--- config.mk ---
export PLATFORM = sky130hd
export DESIGN_NAME = alu_input_seq
export DESIGN_NICKNAME = d
export VERILOG_FILES = /design/src/rtl/cpu_types_pkg.sv /design/src/rtl/debounce_sync.sv /design/src/rtl/alu_input_seq.sv
export SDC_FILE = /design/constraint.sdc
export NUM_CORES = 1
export LEC_CHECK = 0
export ABC_CLOCK_PERIOD_IN_PS = 1700
export BUFFER_PORTS_ARGS = -buffer_cell sky130_fd_sc_hd__buf_2
export CAP_MARGIN = 20
export CORE_UTILIZATION = 48
export CTS_BUF_LIST = sky130_fd_sc_hd__clkbuf_4
export DETAILED_ROUTE_END_ITERATION = 10
export HOLD_SLACK_MARGIN = 0.03
export PLACE_DENSITY = 0.78
export SLEW_MARGIN = 15
export SYNTH_ARGS = -nofsm -noshare
export SYNTH_HDL_FRONTEND = slang
export SYNTH_SLANG_ARGS = --single-unit
--- constraint.sdc ---
create_clock -name CLK -period 1.7 [get_ports CLK]
set_input_delay 0.34 -clock CLK [delete_from_list [all_inputs] [get_ports CLK]]
set_output_delay 0.34 -clock CLK [all_outputs]
set_load 0.01 [all_outputs]
--- src/rtl/cpu_types_pkg.sv ---
// cpu_types_pkg: shared CPU types -- machine word, ALU opcodes and the
// state encoding of the ALU operand/opcode sequencer (alu_input_seq).
package cpu_types_pkg;

   localparam int WORD_W = 32;

   typedef logic [WORD_W-1:0] word_t;

   typedef enum logic [3:0] {
      ALU_SLL  = 4'd0,
      ALU_SRL  = 4'd1,
      ALU_ADD  = 4'd2,
      ALU_SUB  = 4'd3,
      ALU_AND  = 4'd4,
      ALU_OR   = 4'd5,
      ALU_XOR  = 4'd6,
      ALU_NOR  = 4'd7,
      ALU_SLT  = 4'd10,
      ALU_SLTU = 4'd11
   } aluop_t;

   typedef enum logic [2:0] {
      LOAD_A  = 3'd0,
      LOAD_B  = 3'd1,
      LOAD_OP = 3'd2,
      EXEC    = 3'd3,
      SHOW    = 3'd4
   } alu_seq_state_t;

endpackage

--- src/rtl/debounce_sync.sv ---
// debounce_sync: 2-flop synchronizer plus counter debouncer for one
// active-low push-button. Emits a single-cycle press_p on an accepted
// press (debounced 1->0); a release produces no pulse. Raw edge to pulse
// is DEBOUNCE_CYCLES+2 cycles.
module debounce_sync #(
   parameter int DEBOUNCE_CYCLES = 500000
) (
   input  logic CLK,
   input  logic nRST,
   input  logic raw_n,
   output logic press_p
);

   localparam int CNT_W = $clog2(DEBOUNCE_CYCLES + 1);
   localparam logic [CNT_W-1:0] CNT_LAST = CNT_W'(DEBOUNCE_CYCLES - 1);

   logic             sync1_q;
   logic             sync2_q;
   logic             deb_q;
   logic [CNT_W-1:0] cnt_q;
   logic             press_q;

   // Bring the asynchronous button level into the CLK domain.
   always_ff @(posedge CLK or negedge nRST) begin
      if (!nRST) begin
         sync1_q <= 1'b1;
         sync2_q <= 1'b1;
      end else begin
         sync1_q <= raw_n;
         sync2_q <= sync1_q;
      end
   end

   // Accept a level change only after it has been stable long enough; pulse on press.
   always_ff @(posedge CLK or negedge nRST) begin
      if (!nRST) begin
         deb_q   <= 1'b1;
         cnt_q   <= '0;
         press_q <= 1'b0;
      end else begin
         press_q <= 1'b0;
         if (sync2_q != deb_q) begin
            if (cnt_q == CNT_LAST) begin
               deb_q   <= sync2_q;
               cnt_q   <= '0;
               press_q <= ~sync2_q;
            end else begin
               cnt_q <= cnt_q + CNT_W'(1);
            end
         end else begin
            cnt_q <= '0;
         end
      end
   end

   assign press_p = press_q;

endmodule

--- src/rtl/alu_input_seq.sv ---
// alu_input_seq: turns debounced enter/clear presses and switch values into
// registered ALU operands A/B and opcode, pulses exec for the cycle the ALU
// result is sampled, then holds result and flags for display.
// Optional build macro ALU_SEQ_CHAIN_EN: when defined, enter in SHOW loads
// the held result into operand A and continues at LOAD_B; otherwise enter in
// SHOW simply restarts at LOAD_A with all registers untouched.
module alu_input_seq
   import cpu_types_pkg::*;
#(
   parameter int DEBOUNCE_CYCLES = 500000,
   parameter int IN_W            = 17
) (
   input  logic            CLK,
   input  logic            nRST,
   input  logic            enter_n,
   input  logic            clear_n,
   input  logic [IN_W-1:0] sw,
   input  word_t           alu_out,
   input  logic            alu_negative,
   input  logic            alu_zero,
   input  logic            alu_overflow,
   output word_t           porta,
   output word_t           portb,
   output aluop_t          aluop,
   output logic            exec,
   output word_t           result,
   output logic [2:0]      flags,
   output logic [2:0]      state_o,
   output logic            busy
);

   logic           enter_p;
   logic           clear_p;
   word_t          sw_sext;

   alu_seq_state_t state_q;
   word_t          porta_q;
   word_t          portb_q;
   aluop_t         aluop_q;
   word_t          result_q;
   logic [2:0]     flags_q;
   logic           exec_q;
   logic           busy_q;

   debounce_sync #(.DEBOUNCE_CYCLES(DEBOUNCE_CYCLES)) u_enter_db (
      .CLK     (CLK),
      .nRST    (nRST),
      .raw_n   (enter_n),
      .press_p (enter_p)
   );

   debounce_sync #(.DEBOUNCE_CYCLES(DEBOUNCE_CYCLES)) u_clear_db (
      .CLK     (CLK),
      .nRST    (nRST),
      .raw_n   (clear_n),
      .press_p (clear_p)
   );

   assign sw_sext = {{(32-IN_W){sw[IN_W-1]}}, sw};

   // Sequencer FSM: clear has priority; exec/busy are registered alongside the state.
   always_ff @(posedge CLK or negedge nRST) begin
      if (!nRST) begin
         state_q  <= LOAD_A;
         porta_q  <= '0;
         portb_q  <= '0;
         aluop_q  <= ALU_SLL;
         result_q <= '0;
         flags_q  <= 3'b000;
         exec_q   <= 1'b0;
         busy_q   <= 1'b1;
      end else begin
         exec_q <= 1'b0;
         if (clear_p) begin
            state_q  <= LOAD_A;
            porta_q  <= '0;
            portb_q  <= '0;
            aluop_q  <= ALU_SLL;
            result_q <= '0;
            flags_q  <= 3'b000;
            busy_q   <= 1'b1;
         end else begin
            case (state_q)
               LOAD_A: begin
                  if (enter_p) begin
                     porta_q <= sw_sext;
                     state_q <= LOAD_B;
                  end
               end
               LOAD_B: begin
                  if (enter_p) begin
                     portb_q <= sw_sext;
                     state_q <= LOAD_OP;
                  end
               end
               LOAD_OP: begin
                  if (enter_p) begin
                     aluop_q <= aluop_t'(sw[3:0]);
                     state_q <= EXEC;
                     exec_q  <= 1'b1;
                  end
               end
               EXEC: begin
                  result_q <= alu_out;
                  flags_q  <= {alu_overflow, alu_zero, alu_negative};
                  state_q  <= SHOW;
                  busy_q   <= 1'b0;
               end
               SHOW: begin
                  if (enter_p) begin
                     busy_q <= 1'b1;
`ifdef ALU_SEQ_CHAIN_EN
                     porta_q <= result_q;
                     state_q <= LOAD_B;
`else
                     state_q <= LOAD_A;
`endif
                  end
               end
               default: begin
                  state_q <= LOAD_A;
                  busy_q  <= 1'b1;
               end
            endcase
         end
      end
   end

   assign porta   = porta_q;
   assign portb   = portb_q;
   assign aluop   = aluop_q;
   assign exec    = exec_q;
   assign result  = result_q;
   assign flags   = flags_q;
   assign state_o = state_q;
   assign busy    = busy_q;

endmodule
Yosys cells after proc, flatten, opt, wreduce, memory -nomap -nowiden
Cells that the tools add are included.
{"block": "word_totals", "wordCells": 81, "inputBits": 56, "register_bits": 154}
{"block": "op_classes", "reduce_logical": 14, "muxes": 32, "eq_ne": 13, "add_sub_neg": 2, "bitwise": 2}
{"cell": "32-bit two-way mux", "count": 7}
{"cell": "19-bit two-way mux", "count": 4}
{"cell": "19-bit by 1-bit adder with 19-bit output, second input constant", "count": 2}
{"cell": "19-bit == test, second input constant", "count": 2}
{"cell": "3-bit two-way mux", "count": 7}
{"cell": "3-bit case mux with 5 select lines", "count": 1}
{"cell": "4-bit two-way mux", "count": 3}
{"cell": "3-bit by 1-bit != test with 1-bit output, second input constant", "count": 4}
{"cell": "2-bit AND reduction", "count": 6}
{"cell": "2-bit nonzero test", "count": 5}
{"cell": "1-bit two-way mux", "count": 9}
{"cell": "3-bit by 2-bit == test with 1-bit output, second input constant", "count": 2}
{"cell": "4-bit AND reduction", "count": 1}
{"cell": "3-bit by 1-bit == test with 1-bit output, second input constant", "count": 1}
{"cell": "3-bit == test, second input constant", "count": 1}
{"cell": "3-bit zero test", "count": 1}
{"cell": "1-bit case mux with 3 select lines", "count": 1}
{"cell": "3-bit OR reduction", "count": 1}
{"cell": "1-bit != test", "count": 2}
{"cell": "2-bit by 1-bit != test with 1-bit output, second input constant", "count": 1}
{"cell": "1-bit inverter", "count": 2}

Depth between registers and ports, before layout
{"block": "logic_depth", "depth_word": 4, "depth_mapped": 7, "depth_no_buf": 5}

Cells and area by module
A second synthesis with hierarchy kept.
{"block": "hier_totals", "hier_cells": 499, "hier_area_um2": 5820.6}
{"module": "alu_input_seq", "area_per_inst_um2": 3575.9, "n_inst": 1, "cells_each": 279, "seq_area_each_um2": 1953.1}
{"module": "debounce_sync", "area_per_inst_um2": 1122.3, "n_inst": 2, "cells_each": 110, "seq_area_each_um2": 579.3}

Worst setup path before layout
No wires, ideal clock.
{"block": "synth_path", "path_type": "register to register", "startpoint": "register u_clear_db.cnt_q[0]", "endpoint": "register u_clear_db.cnt_q[10]", "required_time_ps": 1579, "slack_ps": -172, "n_path_buf": 1, "path_stages_with_launch": 7, "setup_ps": 121, "arrival_time_ps": 1750, "path_cell_list": "dfrtp_1 -> ha_1 -> and3_1 -> nand3_1 -> o41ai_4 -> buf_2 -> nor2_1"}
{"block": "synth_between", "elab_chain_cells": 3, "word_cells_on_any_way": 4, "classes_between": "1 x add/sub; 1 x eq/ne; 2 x mux"}
{"item": "start, declared", "line": "debounce_sync.sv:20", "text": "logic [CNT_W-1:0] cnt_q;"}
{"item": "start signal, assigned", "line": "debounce_sync.sv:48", "text": "cnt_q <= cnt_q + CNT_W'(1);"}
{"item": "19-bit by 1-bit adder with 19-bit output / 19-bit == test (equally long branches)", "line": "debounce_sync.sv:48, debounce_sync.sv:43"}
{"item": "19-bit two-way mux (*)", "line": "debounce_sync.sv:43", "text": "if (cnt_q == CNT_LAST) begin"}
{"item": "19-bit two-way mux (*)", "line": "debounce_sync.sv:42", "text": "if (sync2_q != deb_q) begin"}
Mark *: on every way between the ends. The rest lies on a longest branch, timed or not.
A chain may end at the register's enable or synchronous reset.

Worst setup path in the final report
{"block": "layout_path", "startpoint": "register u_enter_db.cnt_q[5]", "endpoint": "register u_enter_db.cnt_q[15]"}
{"block": "layout_between", "elab_chain_cells": 3, "word_cells_on_any_way": 4, "classes_between": "1 x add/sub; 1 x eq/ne; 2 x mux"}
{"item": "start, declared", "line": "debounce_sync.sv:20"}
{"item": "start signal, assigned", "line": "debounce_sync.sv:48"}
{"item": "19-bit by 1-bit adder with 19-bit output / 19-bit == test (equally long branches)", "line": "debounce_sync.sv:48, debounce_sync.sv:43"}
{"item": "19-bit two-way mux (*)", "line": "debounce_sync.sv:43"}
{"item": "19-bit two-way mux (*)", "line": "debounce_sync.sv:42"}
Marks and branches as above.

==> impl_metrics.toml <==
[job]
cap_viol_max_count = 0

[grt]
grt_overflow = 0
grt_pass1_wl_um = 20700
grt_max_degree = 44
track_usage = 0.231
grt_pass1_vias = 4448
antenna_found_initial = 0

[setup_path]
path_cells = "nand3_2 > or4_4 > buf_6 > buf_4 > o21ai_0 > a21oi_2"
path_buf_inv = 2
crit_required_ns = 2.12
cp-start-kind = "register"
cp_slowest_cell = "or4_4"
slowest_delay_ns = 0.50
worst-setup-path-type = "register to register"
crit_path_max_fanout = 4
critPathTopFamily = "simple AND/OR/NAND/NOR gates"
cp.arrival_ns = 2.16
endpoint_kind = "register"

[finish]
multi_input_area_sq_um = 2050
nFillCells = 779
regArea_sq_um = 3120
fin_area_sq_um = 7410
final_cells = 885
syn2layout_area_growth_pct = 38.6
layout-drive-gt1-share = 0.392
nets = 789

[routing]
wl_met2_um = 6690
met3_length_um = 747
wl_met1_um = 5510
drtIter0Drc = 219
drc_errors = 0
highest_layer = "met4"
vias_per_cell = 5.21
wire_per_inst_um = 14.8
drtAntennaViolNets = 0
wl_um = 13100
vias = 4613
firstDrtPassIters = 4

[cts]
clockRootBuffer = "clkbuf_4"
cts_buffer_depth = 2
clock_sinks = 124
clk_latency_ns = 0.54
h-tree-depth = 4
numCtsBuffers = 17
cts.clk_slew.worst_paths_ns = 0.12
cts_tree = "done"

[synth]
synth.most_common_cell = "dfrtp_1"
synth_top_cell_area_share = 0.547
yosysSeqAreaShare = 0.582
synth.largest_area_cell = "dfrtp_1"
syn_nets = 564
synth_area_leaders = "dfrtp_1 (55%), a22o_1 (5.7%), nand2_1 (5.6%)"
ys_top_cells_by_count = "dfrtp_1 (117), nand2_1 (80), a21oi_1 (44)"
async_flop_share = 1.00
syn_inst = 506
synth-edff-count = 0
syn_area_sq_um = 5350
ys_ff_latch = 124
ys_types = 40
yosys_most_used_dff = "dfrtp_1"
yosysWarnings = 0
syn-mean-instance-area_sq_um = 10.6

[outcome]
violations = "setup timing"
status = "finished with violations"

[timing]
drv_slew = 0
finalSetupViolations = 19
max_freq_ghz = 0.573
setup_tns_ns = -0.410
clock_skew_ns = 0.0249
worst_pin_slew_ns = 0.420
hold_viol = 0
post-route-period-util = 1.03
slew_headroom = 0.720
hold_slack_ns = 0.0723
timing.final.ws_setup_ns = -0.0441
fin_crit_ns = 1.74
rsz0062_at_grt = "true"

[placement]
dp_hpwl_um = 8360
place_congestion = 0.796
numPortBuffers = 163
dp.cells = 794
place_area_sq_um = 6410

[floorplanning]
design.die.area_sq_um = 11600
start_util = 0.493
die_height_um = 108
die_w_um = 108
coreArea_sq_um = 10800
rows = 38
ios = 164

[pwr]
powerDensity_nw_per_um2 = 729
power.static_leakage_nw = 3.49
vdd_drop_max_mv = 0.418

[min_path]
hp-class = "input port to register"
-- state kept, by name (all words and copies together), names as in the netlist --
name,count
u_enter_db.sync2_q,1
u_enter_db.sync1_q,1
flags,3
result,32
u_clear_db.cnt_q,19
u_clear_db.deb_q,1
porta,17
u_enter_db.deb_q,1
u_clear_db.press_p,1
portb,17
aluop,4
u_clear_db.sync1_q,1
u_clear_db.sync2_q,1
busy,1
state_o,3
u_enter_db.cnt_q,19
exec,1
u_enter_db.press_p,1
-- timing repair --
item,in CTS,in global routing
pin swaps,7,9
hold buffers,50,0
buffers inserted,1,7
setup endpoints to repair,28,108
endpoints found under the hold margin,84,0
gates resized for setup,7,29
-- area by class of cell --
cell class / instances / area share
multi-input combinational: 323 / 0.277
tap: 140 / 0.0236
inverter: 6 / 0.00304
sequential: 124 / 0.421
antenna: 1 / 0.000338
timing repair buffer: 259 / 0.236
clock inverter: 15 / 0.0218
clock buffer: 17 / 0.0172
-- cells by family (layout without fill, tap and decap cells) --
family,count (synthesis),in the layout,share of synthesized area
other,0,1,0
flip-flops,124,124,0.582
buffers and inverters,59,297,0.0629
adder cells (fa/ha/maj),2,2,0.00468
multiplexers,7,7,0.0138
XOR/XNOR,28,28,0.0459
AO/OA/AOI/OAI,91,91,0.117
AND/OR/NAND/NOR,195,195,0.173
-- per-layer routing --
layer  vias to the layer above  track usage
met5                         -            0
met4                         0       0.0773
met3                        13       0.0551
met2                       172        0.399
met1                      2244        0.284
li1                       2184            -
-- cell usage in the layout (no fill, tap or decap), types with 5 or more instances in the layout --
| cell | count |
|---|---|
| nand3_1 | 11 |
| inv_1 | 6 |
| a21oi_1 | 40 |
| buf_2 | 162 |
| buf_4 | 36 |
| dlygate4sd3_1 | 50 |
| buf_6 | 6 |
| dfrtp_2 | 6 |
| nor3_1 | 8 |
| dfstp_2 | 7 |
| nor4_1 | 5 |
| nand4_1 | 9 |
| nand2_1 | 80 |
| inv_6 | 6 |
| dfrtp_1 | 111 |
| a22o_1 | 35 |
| xnor2_1 | 17 |
| nor2_1 | 38 |
| xor2_1 | 11 |
| nand3_2 | 5 |
| buf_12 | 5 |
| clkbuf_4 | 17 |
-- metrics by stage --
stage	total power [mW]	utilization	setup WS (ns)
final	5.41	0.684	-0.0441
after global routing	5.64	0.683	-0.114
after CTS	5.44	0.669	-0.0187
after detailed placement	3.25	0.591	-0.107
after global placement	3.24	0.591	0.0106
after floorplan	3.08	-	-0.138
-- final timing paths --
path,cells past startpoint,start,slack [ns],endpoint
worst max-delay path,6,u_enter_db.cnt_q[5],-0.04,u_enter_db.cnt_q[15]
worst min-delay path,3,sw[13],0.07,portb[13]
worst max register to register,6,u_enter_db.cnt_q[5],-0.04,u_enter_db.cnt_q[15]
worst min register to register,0,u_enter_db.sync1_q,0.36,u_enter_db.sync2_q
max in group asynchronous,3,nRST,0.75,u_enter_db.deb_q
min in group asynchronous,2,nRST,0.27,u_clear_db.cnt_q[14]
-- worst reg2reg max path, cell delays in order, from the launching register on --
cell and delay, ns:
dfrtp_1 0.44, nand3_2 0.11, or4_4 0.50, buf_6 0.14, buf_4 0.13, o21ai_0 0.23
a21oi_2 0.09
-- power breakdown --
| part | switching, mW | internal (mW) |
|---|---|---|
| clock | 1.21 | 0.898 |
| combinational | 0.142 | 0.172 |
| sequential | 0.0159 | 2.97 |
No activity file was read; power rests on OpenSTA's default activity.
